### src/rtl/mux_rr_arbiter_pkg.sv
// Shared constants for the round-robin mux arbiter: select codes, FSM states,
// one-hot grant patterns and the select-to-grant decode.
package mux_rr_arbiter_pkg;

  localparam int NUM_SRC = 4;

  localparam logic [1:0] SEL_A = 2'b00;
  localparam logic [1:0] SEL_B = 2'b01;
  localparam logic [1:0] SEL_C = 2'b10;
  localparam logic [1:0] SEL_D = 2'b11;

  localparam logic [3:0] GNT_NONE = 4'b0000;
  localparam logic [3:0] GNT_A    = 4'b0001;
  localparam logic [3:0] GNT_B    = 4'b0010;
  localparam logic [3:0] GNT_C    = 4'b0100;
  localparam logic [3:0] GNT_D    = 4'b1000;

  typedef enum logic {
    ST_IDLE  = 1'b0,
    ST_GRANT = 1'b1
  } arb_state_e;

  function automatic logic [3:0] sel_to_gnt(input logic [1:0] sel);
    logic [3:0] g;
    case (sel)
      SEL_A:   g = GNT_A;
      SEL_B:   g = GNT_B;
      SEL_C:   g = GNT_C;
      default: g = GNT_D;
    endcase
    return g;
  endfunction

endpackage

### src/rtl/mux_rr_arbiter_mux4to1.sv
// Combinational 4->1 data mux steered by the arbiter's select.
module mux4to1
  import mux_rr_arbiter_pkg::*;
#(
  parameter int DATA_WIDTH = 8
) (
  input  logic [DATA_WIDTH-1:0] in0_i,
  input  logic [DATA_WIDTH-1:0] in1_i,
  input  logic [DATA_WIDTH-1:0] in2_i,
  input  logic [DATA_WIDTH-1:0] in3_i,
  input  logic [1:0]            sel_i,
  output logic [DATA_WIDTH-1:0] out_o
);

  always_comb begin
    out_o = in0_i;
    case (sel_i)
      SEL_A:   out_o = in0_i;
      SEL_B:   out_o = in1_i;
      SEL_C:   out_o = in2_i;
      SEL_D:   out_o = in3_i;
      default: out_o = in0_i;
    endcase
  end

endmodule

### src/rtl/mux_rr_arbiter.sv
// Round-robin arbiter sharing one output channel between four sources; a grant
// lasts until last, MAX_BEATS beats, or withdrawal of the granted request.
module mux_rr_arbiter
  import mux_rr_arbiter_pkg::*;
#(
  parameter int DATA_WIDTH = 8,
  parameter int MAX_BEATS  = 16
) (
  input  logic                  clk,
  input  logic                  rst_n,
  input  logic [3:0]            req,
  input  logic [3:0]            last,
  input  logic [DATA_WIDTH-1:0] in_a,
  input  logic [DATA_WIDTH-1:0] in_b,
  input  logic [DATA_WIDTH-1:0] in_c,
  input  logic [DATA_WIDTH-1:0] in_d,
  input  logic                  out_ready,
  output logic [3:0]            gnt,
  output logic [1:0]            mux_sel,
  output logic [DATA_WIDTH-1:0] out_data,
  output logic                  out_valid,
  output logic                  busy,
  output logic                  dbg_state,
  output logic [$clog2(MAX_BEATS+1)-1:0] dbg_beat_cnt
);

  localparam int CW = $clog2(MAX_BEATS + 1);

  // Consumer handshake: out_valid is high while granted and the owner still
  // requests; a beat transfers when out_valid and out_ready are both high.
  arb_state_e      state_q;
  logic [3:0]      gnt_q;
  logic [1:0]      sel_q;
  logic [1:0]      ptr_q;
  logic [CW-1:0]   cnt_q;
  logic            beat;
  logic            owner_req;
  logic            release_burst;

  // First requester after the pointer wins; the pointer itself is lowest priority.
  function automatic logic [1:0] rr_pick(input logic [3:0] r, input logic [1:0] p);
    logic [1:0] idx;
    logic [1:0] win;
    win = p;
    for (int k = NUM_SRC; k >= 1; k--) begin
      idx = p + 2'(k);
      if (r[idx]) win = idx;
    end
    return win;
  endfunction

  assign busy          = (state_q == ST_GRANT);
  assign owner_req     = req[sel_q];
  assign out_valid     = busy & owner_req;
  assign beat          = out_valid & out_ready;
  assign release_burst = !owner_req
                       || (beat && (last[sel_q] || cnt_q == CW'(MAX_BEATS - 1)));
  assign gnt           = gnt_q;
  assign mux_sel       = sel_q;
  assign dbg_state     = state_q;
  assign dbg_beat_cnt  = cnt_q;

  always_ff @(posedge clk) begin
    if (!rst_n) begin
      state_q <= ST_IDLE;
      gnt_q   <= GNT_NONE;
      sel_q   <= SEL_A;
      ptr_q   <= SEL_D;
      cnt_q   <= '0;
    end else begin
      case (state_q)
        ST_IDLE: begin
          if (|req) begin
            sel_q   <= rr_pick(req, ptr_q);
            ptr_q   <= rr_pick(req, ptr_q);
            gnt_q   <= sel_to_gnt(rr_pick(req, ptr_q));
            cnt_q   <= '0;
            state_q <= ST_GRANT;
          end
        end
        ST_GRANT: begin
          if (beat) cnt_q <= cnt_q + CW'(1);
          if (release_burst) begin
            state_q <= ST_IDLE;
            gnt_q   <= GNT_NONE;
          end
        end
        default: begin
          state_q <= ST_IDLE;
          gnt_q   <= GNT_NONE;
        end
      endcase
    end
  end

  mux4to1 #(.DATA_WIDTH(DATA_WIDTH)) u_mux (
    .in0_i (in_a),
    .in1_i (in_b),
    .in2_i (in_c),
    .in3_i (in_d),
    .sel_i (sel_q),
    .out_o (out_data)
  );

endmodule

### config.mk
export PLATFORM = sky130hd
export DESIGN_NAME = mux_rr_arbiter
export DESIGN_NICKNAME = d
export VERILOG_FILES = /design/src/rtl/mux_rr_arbiter_pkg.sv /design/src/rtl/mux_rr_arbiter_mux4to1.sv /design/src/rtl/mux_rr_arbiter.sv
export SDC_FILE = /design/constraint.sdc
export NUM_CORES = 1
export LEC_CHECK = 0
export BUFFER_PORTS_ARGS = -buffer_cell sky130_fd_sc_hd__buf_2
export CAP_MARGIN = 0
export CORE_UTILIZATION = 41
export DETAILED_ROUTE_END_ITERATION = 7
export PLACE_DENSITY = 0.9
export SETUP_SLACK_MARGIN = 0.4
export SLEW_MARGIN = 20
export SYNTH_ARGS = -nofsm -noshare
export SYNTH_HDL_FRONTEND = slang
export SYNTH_SLANG_ARGS = --single-unit
### constraint.sdc
create_clock -name clk -period 1.75 [get_ports clk]
set_input_delay 0.175 -clock clk [delete_from_list [all_inputs] [get_ports clk]]
set_output_delay 0.175 -clock clk [all_outputs]
set_load 0.05 [all_outputs]
## After elaboration in Yosys (flattened, before gate mapping)

Cells that the tools add are included.

- Bits in registers: 14
- Input bits: 43
- Output and inout bits: 22

- Add/subtract/negate cells: 4
- Order comparisons: 4
- Equality and inequality tests: 9
- Muxes and demuxes: 27
- Bitwise gates (word level): 3
- Reductions and logical operators: 10

Operators by type and width:

| operator | number |
|---|---|
| $pmux 8 s4 | 1 |
| $lt 2x3->1 const B | 4 |
| $mux 2 | 6 |
| $pmux 4 s3 | 1 |
| $bmux 1 s2 | 5 |
| $mux 5 | 2 |
| $pmux 5 s2 | 1 |
| $mux 4 | 2 |
| $pmux 4 s2 | 1 |
| $mux 1 | 7 |
| $eq 2x2->1 const B | 3 |
| $reduce_and 2->1 | 3 |
| $add 5x1->5 const B | 1 |
| $eq 5x4->1 const B | 1 |
| $add 2x2->2 const B | 2 |
| $eq 2x1->1 const B | 2 |
| $logic_not 2->1 | 2 |
| $ne 2x1->1 const B | 2 |
| $reduce_or 4->1 | 1 |
| $add 2x1->2 const B | 1 |
| $and 1x1->1 | 2 |
| $logic_or 1x1->1 | 2 |
| $ne 2x2->1 const B | 1 |
| $pmux 1 s2 | 1 |
| other kinds (3) | 3 |

## Depth between registers and ports, before layout

Gate-level depths: netlist (run 1).

- Depth after elaboration: 13
- Depth in mapped cells: 7
- Gate-level depth less buffers: 7

## By module

Synthesis (run 1) repeated with hierarchy kept, for this count alone.

- Cells, all modules: 93
- Area, all modules: 972.2 um^2

By module, submodules not included:

| module | times used | cells each | area each (um^2) |
|---|---|---|---|
| mux_rr_arbiter | 1 | 83 | 775.7 |
| mux4to1 | 1 | 10 | 196.4 |

## Worst setup path before layout (run 1)

Ideal clock, no wire load.

- Path type: flip-flop to flip-flop
- Start: register sel_q[1] (netlist: mux_sel[1])
- End: register cnt_q[1] (netlist: dbg_beat_cnt[1])
- Data arrival time: 1853 ps
- Data required time: 1626 ps
- Path slack: -227 ps
- Cell stages (with the launch flop): 5
- Path buffers: 0
- Path through: dfxtp_1 -> mux4_2 -> and2_1 -> nand3_1 -> a21boi_0

- Word-level cells in the longest chain between the ends: 6

Ends and longest elaborated chain:

| element | RTL line | text |
|---|---|---|
| start, declared | mux_rr_arbiter.sv:33 | `logic [1:0] sel_q;` |
| start signal, assigned | mux_rr_arbiter.sv:74 | `sel_q <= rr_pick(req, ptr_q);` |
| $bmux 1 s2 | mux_rr_arbiter.sv:53 | `assign owner_req = req[sel_q];` |
| $mux 1 (not written as such) | mux_rr_arbiter.sv:53 |  |
| $and 1x1->1 | mux_rr_arbiter.sv:54 | `assign out_valid = busy & owner_req;` |
| net out_valid | mux_rr_arbiter.sv:21 | `output logic out_valid,` |
| $and 1x1->1 | mux_rr_arbiter.sv:55 | `assign beat = out_valid & out_ready;` |
| $ne 2x1->1 (no line) | - |  |
| $reduce_and 2->1 (no line) | - |  |
| end signal, assigned | mux_rr_arbiter.sv:82 | `if (beat) cnt_q <= cnt_q + CW'(1);` |
| end, declared | mux_rr_arbiter.sv:35 | `logic [CW-1:0] cnt_q;` |

The timed path passes the listed nets, and every way through them passes these cells. The select of a mux whose other input is x is not followed.
A chain may end at the register's enable or synchronous reset.

## Worst setup path in the final report (run 1)

- Start: register sel_q[1] (netlist: mux_sel[1])
- End: output port out_valid

- Word-level cells in the longest chain between the ends: 3

Ends and longest elaborated chain:

| element | RTL line |
|---|---|
| $bmux 1 s2 | mux_rr_arbiter.sv:53 |
| $mux 1 (not written as such) | mux_rr_arbiter.sv:53 |
| $and 1x1->1 | mux_rr_arbiter.sv:54 |
| end, declared | mux_rr_arbiter.sv:21 |

Every way passes these cells. The select of a mux whose other input is x is not followed.

==> flow_summary_export.csv, run 1 <==
group,metric,value,unit
status,run_status,"finished, final reports clean",
synth,syn_avg_cell_area,10.34,sq um
power_and_ir_drop,power_switching,0.0005044,W
placement,dp.cells,179,
grt,overflow,0,
timing,fin_skew,8.365,ps
layout,fin_area,1536,sq um
cts,clock-sinks,14,
synth,synth_area_leaders,"dfxtp_1 (29%), mux4_2 (21%), a32o_1 (4.2%)",
timing,finalHoldViolCount,0,
floorplanning,rows,17,
cts,clockBufferDepth,2,
placement,place_area,1333,sq um
detailed_routing,viasPerCell,5.533,
timing,grt_setup_unrepaired,"yes",
cts,cts_buffers,3,
layout,n_antenna_cell,0,
detailed_routing,drc,0,
synth,synth_cells,92,
worst_hold_path,hp-start,"out_ready",
power_and_ir_drop,pwr-share-seq,29.6,%
synth,synth_edf_count,0,
worst_hold_path,min_path_cells,3,
synth,synth_cell_types,34,
detailed_routing,wl,2890,um
worst_hold_path,worstHoldEndpoint,"dbg_beat_cnt[1]",
setup_path,critPathArrivalTime,1470,ps
setup_path,r2r_slack,170,ps
floorplanning,io_pins,65,
timing,max_freq,608.8,MHz
floorplanning,dieWidth,50.16,um
placement,place_congestion,0.7545,
synth,synth_top_area_share,29.47,%
power_and_ir_drop,intPower,0.0007432,W
layout,area_growth,61.58,%
setup_path,slowest_delay,520,ps
synth,syn_nets,137,
synth,synthArstFlopShare,0,%
job,cap_violations,0,
detailed_routing,avgRoutedWirePerCell,14.82,um
cts,cts_hold_buf,0,
timing,slew_headroom,69.94,%
synth,synthTopCellsByCount,"dfxtp_1 (14), mux4_2 (9), nor2_1 (9), o21ai_0 (6)",
power_and_ir_drop,total_power,0.001248,W
setup_path,cpMaxStageDelayCell,"mux4_2",
setup_path,worstSetupEndpointType,"primary output",
layout,finalNetCount,213,
floorplanning,dieHeight,50.16,um
synth,yosys_warnings,0,
synth,synth.largest_area_cell,"dfxtp_1",
setup_path,regToRegEndpoint,"gnt[3]",
timing,worstMarginPinSlew,446.8,ps
grt,grt_pass1_wl,4519,um
worst_hold_path,min_path_type,"in2reg",
detailed_routing,dr.pass1.iters,4,
detailed_routing,wl_met2,1449,um
timing,whs,181.3,ps
layout,drive_above_1_share,62.87,%
placement,dp_hpwl,2042,um
grt,grt_max_degree,15,
setup_path,cp_num_buf_inv,1,
synth,ys_seq_area_share,29.47,%
setup_path,crit_type,"reg2out",
cts,clk_latency,280,ps
timing,min_period,1643,ps
setup_path,cp_cell_sequence,"mux4_2, and2_4, buf_6",
detailed_routing,drt_iter0_drc,28,
placement,numPortBuffers,64,
detailed_routing,wl_met1,1134,um
grt,grt_pass1_vias,1060,
floorplanning,fp.coreArea,2191,sq um
cts,cts_tree,"yes",
floorplanning,fp.dieArea,2516,sq um
timing,maxSlewViolCount,0,
detailed_routing,top_layer,"met4",
synth,synth_area,950.9,sq um
cts,root_buffer,"clkbuf_4",
power_and_ir_drop,p_comb_share,51.7,%
detailed_routing,wl_met3,242,um
grt,grt_usage,23.76,%
power_and_ir_drop,p_leak,0.7016,nW
cts,cts_max_level,1,
cts,cts.reportedPaths.clkPinSlew,90,ps
detailed_routing,num_vias,1079,
synth,ys_seq_elements,14,
layout,instances_no_fill,195,
setup_path,startpoint_type,"register",
setup_path,r2r_start,"dbg_beat_cnt[1]",
detailed_routing,postRouteAntennaNets,0,
timing,finalSetupViolations,0,
power_and_ir_drop,ir_worst_vdd,514.9,uV
power_and_ir_drop,switching_share,40.43,%
setup_path,required,1570,ps
power_and_ir_drop,power.share.clock,18.8,%
power_and_ir_drop,power.density,812.0,nW/um^2
floorplanning,start_util,43.40,%
setup_path,r2r_cells,7,
synth,synth_flop_cell,"dfxtp_1",
timing,fin_setup_tns,0,ps
timing,fin_crit_sh,93.86,%
synth,synth.most_common_cell,"dfxtp_1",
grt,antenna_found_initial,0,
setup_path,cp_top_family,"multiplexers",
setup_path,path_max_fanout,2,
registers in the layout (all words and copies together), names as in the netlist:
name          cells
dbg_beat_cnt      5
gnt               4
mux_sel           2
ptr_q             2
busy              1
how the worst max path moves through the flow:
stage                    start        end  slack [ps]  cells past startpoint
6_report            mux_sel[1]  out_valid         110                      3
4_1_cts             mux_sel[1]  out_valid         100                      3
3_5_place_dp   dbg_beat_cnt[1]     gnt[2]         150                      7
3_3_place_gp        mux_sel[1]  out_valid         180                      3
5_1_grt             mux_sel[1]  out_valid          70                      3
2_1_floorplan  dbg_beat_cnt[1]     gnt[0]         130                      7
metal layers:
| layer | vias up | global-route usage, % |
|---|---|---|
| met5 | - | 0 |
| met4 | 0 | 10.95 |
| met3 | 9 | 4.545 |
| met2 | 58 | 42.44 |
| met1 | 505 | 26.86 |
| li1 | 507 | - |
timing repair:
item	4_1_cts	5_1_grt
endpoints found under the setup margin	21	22
setup buffers	11	1
endpoints found under the hold margin	0	0
pin swaps	4	2
resized for setup	25	1
logic make-up after synthesis:
kind of cell	after synthesis	share of synthesized area, %
DFF	14	29.47
AOI/OAI and AO/OA	21	16.05
and+or+nand+nor	35	21.71
adders and majority gates	2	2.631
buffers and inverters	7	4.868
xor gates and xnor gates	2	1.842
muxes	11	23.42
worst reg2reg max path: stages, from the launching register on:
cell      delay, ps
dfxtp_4         370
ha_4            130
and3_4          190
ha_4            130
nor2_2           30
a221oi_2        300
o21ai_2         120
a32o_1          210
through the flow:
stage / setup slack [ps] / util (%)
after floorplan: 126.0 / -
after detailed placement: 153.3 / 60.82
final: 107.4 / 70.13
after CTS: 98.35 / 69.67
after global routing: 68.30 / 70.13
after global placement: 182.0 / 60.82
cell usage in the layout (no fill, tap or decap), types with 2 or more instances in the layout:
cell,instances
buf_2,54
buf_6,10
mux4_2,9
buf_4,9
nor2_1,8
dfxtp_1,7
o21ai_0,6
dfxtp_4,5
o21a_1,4
a32o_1,4
clkbuf_4,4
and3_1,3
nand3_1,3
inv_1,2
nor2b_1,2
nand2b_1,2
a21oi_1,2
nand2_1,2
nand4_1,2
xor2_1,2
a21boi_1,2
mux2i_1,2
ha_4,2
dfxtp_2,2
buf_8,2
power by group through the flow:
stage	clock network (W)	logic (W)	registers (W)
2_1_floorplan	0	0.000355	0.000438
3_3_place_gp	0	0.000502	0.000397
3_5_place_dp	0	0.000506	0.000401
4_1_cts	0.000236	0.000641	0.000368
5_1_grt	0.000252	0.000676	0.000372
6_report	0.000234	0.000645	0.000369
layout make-up:
class	count	area [sq um]
tap	28	35.03
fill	165	654.4
multi-input combinational	71	668.1
sequential	14	301.5
clock buffer	4	36.28
timing repair buffer	76	488.0
inverter	2	7.507
Power figures use the tool's default switching activity.
==> run 2, diff against run 1 <==
--- a/config.mk
+++ b/config.mk
@@ -14,4 +14,5 @@
 export SLEW_MARGIN = 20
 export SYNTH_ARGS = -nofsm -noshare
 export SYNTH_HDL_FRONTEND = slang
+export SYNTH_HIERARCHICAL = 1
 export SYNTH_SLANG_ARGS = --single-unit
==> run 2 against run 1 <==
Non-clock buffer count shrank 5. Largest cell class unchanged. First-iteration DRC count shrank 21%. Sequential share of layout area grew 0.080 points. Clock skew shrank 2.0 ps. Critical endpoint unchanged. Critical path type unchanged. Clock power shrank 26%.
==> flow_summary_export.csv, run 2 <==
group,metric,value,unit
floorplanning,dieWidth,50.70,um
setup_path,crit_type,"reg2out",
power_and_ir_drop,power.density,789.9,nW/um^2
detailed_routing,viasPerCell,5.566,
layout,filler_cell_count,163,
timing,grt_setup_unrepaired,"yes",
layout,drive_above_1_share,67.70,%
timing,maxSlewViolCount,0,
setup_path,required,1570,ps
layout,largest_reg_flops,5,
grt,grt_usage,22.27,%
synth,yosys_warnings,6,
cts,cts_buffers,3,
grt,overflow,0,
layout,ff_latch_area,301.5,sq um
placement,numPortBuffers,64,
placement,place_area,1359,sq um
layout,n_antenna_cell,0,
layout,layout_common_cells,"buf_2 (54), buf_6 (10), mux4_2 (9)",
floorplanning,dieHeight,50.70,um
cts,cts_max_level,1,
power_and_ir_drop,p_leak,0.6973,nW
detailed_routing,wl,2862,um
synth,synth_top_area_share,28.83,%
timing,max_freq,592.1,MHz
layout,instances_no_fill,189,
timing,finalSetupViolations,0,
placement,post-place-ws,159.3,ps
grt,antenna_found_initial,0,
worst_hold_path,min_path_type,"in2reg",
grt,grt_pass1_wl,4312,um
placement,dp_hpwl,2129,um
cts,clock-sinks,14,
floorplanning,rows,17,
grt,grt_pass1_vias,973,
synth,ys_seq_elements,14,
setup_path,path_max_fanout,2,
synth,synth_area,972.2,sq um
detailed_routing,drt_iter0_drc,22,
placement,dp.cells,181,
floorplanning,fp.dieArea,2570,sq um
setup_path,r2r_slack,110,ps
setup_path,worstSetupEndpointType,"primary output",
synth,synth.most_common_cell,"dfxtp_1",
timing,worstMarginPinSlew,507.7,ps
layout,fin_area,1530,sq um
cts,root_buffer,"clkbuf_4",
timing,fin_setup_tns,0,ps
timing,min_period,1689,ps
layout,area_growth,57.40,%
timing,fin_crit_sh,96.52,%
floorplanning,fp.coreArea,2233,sq um
synth,synth_edf_count,0,
synth,synth_cell_types,41,
synth,synth_area_leaders,"dfxtp_1 (29%), mux4_2 (21%), nor2_1 (3.5%)",
timing,slew_headroom,65.86,%
detailed_routing,num_vias,1052,
setup_path,critPathArrivalTime,1510,ps
cts,cts.reportedPaths.clkPinSlew,80,ps
grt,grt_max_degree,15,
detailed_routing,drc,0,
timing,whs,197.4,ps
synth,ys_seq_area_share,28.83,%
cts,clk_latency,270,ps
synth,synth_flop_cell,"dfxtp_1",
setup_path,startpoint_type,"register",
placement,place_congestion,0.8433,
status,run_status,"finished, final reports clean",
cts,clockBufferDepth,2,
floorplanning,start_util,43.53,%
detailed_routing,postRouteAntennaNets,0,
timing,layout_setup_ws,60.97,ps
power_and_ir_drop,ir_worst_vdd,523.4,uV
detailed_routing,dr.pass1.iters,4,
timing,fin_skew,6.382,ps
synth,synth.largest_area_cell,"dfxtp_1",
timing,finalHoldViolCount,0,
cts,cts_tree,"yes",
floorplanning,io_pins,65,
layout,finalNetCount,208,
detailed_routing,avgRoutedWirePerCell,15.14,um
synth,syn_avg_cell_area,10.45,sq um
layout,final_common_cell,"buf_2",
layout,multiInputGateArea,704.4,sq um
synth,syn_nets,138,
synth,synthArstFlopShare,0,%
synth,synth_cells,93,
synth,synthTopCellsByCount,"dfxtp_1 (14), mux4_2 (9), nor2_1 (9), and3_1 (4)",
job,cap_violations,0,
==> run 2: cell types whose count changed after synthesis, moves of 2 or more <==
cell	delta
o21a_1	-2
a32o_1	-2
o21ai_0	-3
a32o_2	+2
==> run 2: metal layers <==
metal  GRT usage [%]  part of all wire (%)
met2           41.56                    50
met1           25.09                    38
met4           6.944                   1.2
met3           4.242                    11
met5               0                     0
==> run 2: final cells by class <==
cell class	count	share of cell area [%]
Clock buffer	3	1.472
Multi-Input combinational cell	70	46.03
Sequential cell	14	19.71
Inverter	3	0.7359
Tap cell	28	2.289
Timing Repair Buffer	71	29.76
==> run 2: stage by stage <==
step	total power [W]	util, %
2_1_floorplan	0.0008098	-
3_3_place_gp	0.0009290	60.84
3_5_place_dp	0.0009365	60.84
4_1_cts	0.001204	67.40
5_1_grt	0.001259	68.52
6_report	0.001209	68.52
==> run 2: where the power goes <==
part           switching [W]  internal (W)  total (W)
Clock              0.0000920     0.0000796   0.000172
Sequential         0.0000413      0.000345   0.000386
Combinational       0.000371      0.000280   0.000651
Total               0.000504      0.000705    0.00121
==> run 2: cell families after synthesis <==
| group | synth area share, % |
|---|---|
| and+or+nand+nor | 21.37 |
| buffers and inverters | 5.661 |
| AOI/OAI and AO/OA | 15.83 |
| xor gates and xnor gates | 1.802 |
| muxes | 23.94 |
| adders and majority gates | 2.574 |
| DFF | 28.83 |
==> run 2: final timing paths <==
kind,startpoint,to,cells after the start
worst min register to register,gnt[0],gnt[0],1
worst min-delay path,rst_n,ptr_q[0],2
worst max register to register,mux_sel[0],gnt[0],7
worst max-delay path,mux_sel[0],out_valid,3
==> run 2: critical path, stage by stage (launching register included) <==
cell and delay, ps:
dfxtp_4 370, mux4_2 550, and2_4 180, buf_6 150
==> run 2: repair_timing <==
action	CTS	global route
pin swaps	7	7
gates resized for setup	26	6
hold buffers	0	0
setup endpoints to repair	19	24
hold endpoints to repair	0	0
buffers inserted	4	1
cloned	0	0
==> run 3, diff against run 2 <==
--- a/config.mk
+++ b/config.mk
@@ -8,8 +8,9 @@
 export BUFFER_PORTS_ARGS = -buffer_cell sky130_fd_sc_hd__buf_2
 export CAP_MARGIN = 0
 export CORE_UTILIZATION = 41
+export CTS_BUF_LIST = sky130_fd_sc_hd__clkbuf_16
 export DETAILED_ROUTE_END_ITERATION = 7
-export PLACE_DENSITY = 0.9
+export PLACE_DENSITY = 0.79
 export SETUP_SLACK_MARGIN = 0.4
 export SLEW_MARGIN = 20
 export SYNTH_ARGS = -nofsm -noshare
==> run 3 against run 2 <==
Cell area rose by 3.9%. Critical path depth unchanged. Clock-buffer cell count unchanged. Total power up 21%. First-iteration DRC count shrank 14%. Register-to-register slack improved by 40 ps. Combinational power is 2% lower. Core utilization increased by 2.7 points. Worst hold slack better by 40 ps. Via count hardly changed. Die area did not move. Critical path type unchanged. Largest power group unchanged. Highest routed layer unchanged.
==> flow_summary_export.csv, run 3 (synthesis gave the netlist of run 2 again) <==
group,metric,value,unit
status,run_status,"finished, final reports clean",
floorplanning,start_util,43.53,%
cts,clock-sinks,14,
grt,grt_pass1_wl,3946,um
grt,grt_max_degree,15,
cts,root_buffer,"clkbuf_16",
layout,final_common_cell,"buf_2",
cts,clk_latency,240,ps
placement,dp.cells,181,
power_and_ir_drop,total_power,0.001463,W
placement,place_congestion,0.8149,
power_and_ir_drop,ir_worst_vdd,652.8,uV
power_and_ir_drop,power.density,919.8,nW/um^2
layout,layout_common_cells,"buf_2 (55), mux4_2 (9), nor2_1 (8), buf_6 (8), buf_4 (7)",
timing,maxSlewViolCount,0,
cts,cts.reportedPaths.clkPinSlew,40,ps
worst_hold_path,min_path_type,"in2reg",
timing,fin_skew,5.789,ps
detailed_routing,num_vias,1051,
timing,min_period,1623,ps
floorplanning,dieWidth,50.70,um
cts,clockBufferDepth,2,
setup_path,crit_type,"reg2out",
layout,n_antenna_cell,0,
floorplanning,io_pins,65,
layout,largest_reg_flops,5,
floorplanning,dieHeight,50.70,um
timing,finalHoldViolCount,0,
detailed_routing,drc,0,
timing,worstMarginPinSlew,450.9,ps
setup_path,slowest_delay,530,ps
detailed_routing,viasPerCell,5.503,
timing,fin_setup_tns,0,ps
layout,area_growth,63.58,%
layout,drive_above_1_share,66.26,%
placement,dp_hpwl,1951,um
cts,cts_tree,"yes",
layout,finalNetCount,209,
detailed_routing,drt_iter0_drc,19,
setup_path,path_max_fanout,3,
detailed_routing,avgRoutedWirePerCell,14.19,um
placement,numPortBuffers,64,
grt,met2_usage,36.89,%
timing,finalSetupViolations,0,
setup_path,cp_cell_sequence,"mux4_2, and2_4, buf_6",
detailed_routing,wl,2710,um
setup_path,required,1570,ps
timing,fin_crit_sh,92.72,%
timing,grt_setup_unrepaired,"yes",
grt,overflow,0,
setup_path,cp_top_family,"multiplexers",
layout,utilization,71.20,%
grt,grt_busiest_layer,"met2",
worst_hold_path,worstHoldEndpoint,"ptr_q[0]",
detailed_routing,postRouteAntennaNets,0,
grt,grt_usage,20.63,%
floorplanning,fp.coreArea,2233,sq um
worst_hold_path,hp-start,"rst_n",
grt,grt_util_met3,5.455,%
layout,instances_no_fill,191,
setup_path,critPathArrivalTime,1450,ps
setup_path,regToRegEndpoint,"gnt[2]",
setup_path,cpMaxStageDelayCell,"mux4_2",
setup_path,r2r_cells,5,
setup_path,worstSetupEndpointType,"primary output",
detailed_routing,dr.pass1.iters,4,
setup_path,r2r_slack,150,ps
grt,grt_pass1_vias,989,
setup_path,startpoint_type,"register",
floorplanning,fp.dieArea,2570,sq um
setup_path,cp_num_buf_inv,1,
setup_path,r2r_start,"mux_sel[0]",
grt,antenna_found_initial,0,
cts,cts_hold_buf,0,
timing,max_freq,616.3,MHz
cts,cts_max_level,1,
cts,cts_buffers,3,
timing,slew_headroom,69.66,%
floorplanning,rows,17,
job,cap_violations,0,
worst_hold_path,min_path_cells,2,
power_and_ir_drop,p_leak,0.7415,nW
grt,use_met1,21.60,%
[run 3: worst register-to-register path: stages (launching register included)]
cell and delay (ps):
dfxtp_4 360, mux4_2 530, buf_4 180, nand3_1 110, o21ai_2 90, a32o_2 220
[run 3: final cells by class]
type                            instances  area [sq um]
Clock buffer                            3         75.07
Clock inverter                          1         3.754
Fill cell                             161         643.1
Inverter                                3         11.26
Multi-Input combinational cell         70         706.9
Sequential cell                        14         305.3
Tap cell                               28         35.03
Timing Repair Buffer                   72         452.9
[run 3: how the worst max path moves through the flow]
stage / start / endpoint / slack [ps] / depth (start not counted)
6_report: mux_sel[0] / out_valid / 130 / 3
5_1_grt: mux_sel[0] / out_valid / 100 / 3
4_1_cts: mux_sel[0] / out_valid / 120 / 3
3_5_place_dp: dbg_beat_cnt[1] / gnt[2] / 130 / 7
3_3_place_gp: dbg_beat_cnt[1] / gnt[0] / 190 / 7
2_1_floorplan: dbg_beat_cnt[1] / gnt[0] / 100 / 7
[run 3: repair_timing]
item / CTS / global route
pin swaps: 6 / 1
gates resized for setup: 24 / 6
gates cloned: 0 / 0
setup endpoints to repair: 22 / 22
endpoints found under the hold margin: 0 / 0
buffers inserted: 5 / 1
[run 3: stage by stage]
| stage | cell area [sq um] | setup slack (ps) | hold slack, ps |
|---|---|---|---|
| 5_1_grt | 1590 | 99.48 | 256.7 |
| 2_1_floorplan | 1036 | 102.1 | 311.2 |
| 3_3_place_gp | 1359 | 185.6 | 448.7 |
| 6_report | 1590 | 127.4 | 237.4 |
| 3_5_place_dp | 1359 | 134.7 | 451.7 |
| 4_1_cts | 1551 | 123.9 | 230.9 |
[run 3: routing by layer]
metal / vias up / share of wire, % / routed length, um
met5: - / 0 / 0
met4: 0 / 1.1 / 30
met3: 4 / 11 / 300
met2: 63 / 48 / 1294
met1: 484 / 40 / 1085
li1: 500 / - / -
[run 3: power by group]
group,internal (W),switching [W],leakage [nW]
Sequential,0.000346,0.0000436,0.119
Clock,0.000302,0.000133,0.0423
Combinational,0.000275,0.000363,0.580
Total,0.000923,0.000540,0.742
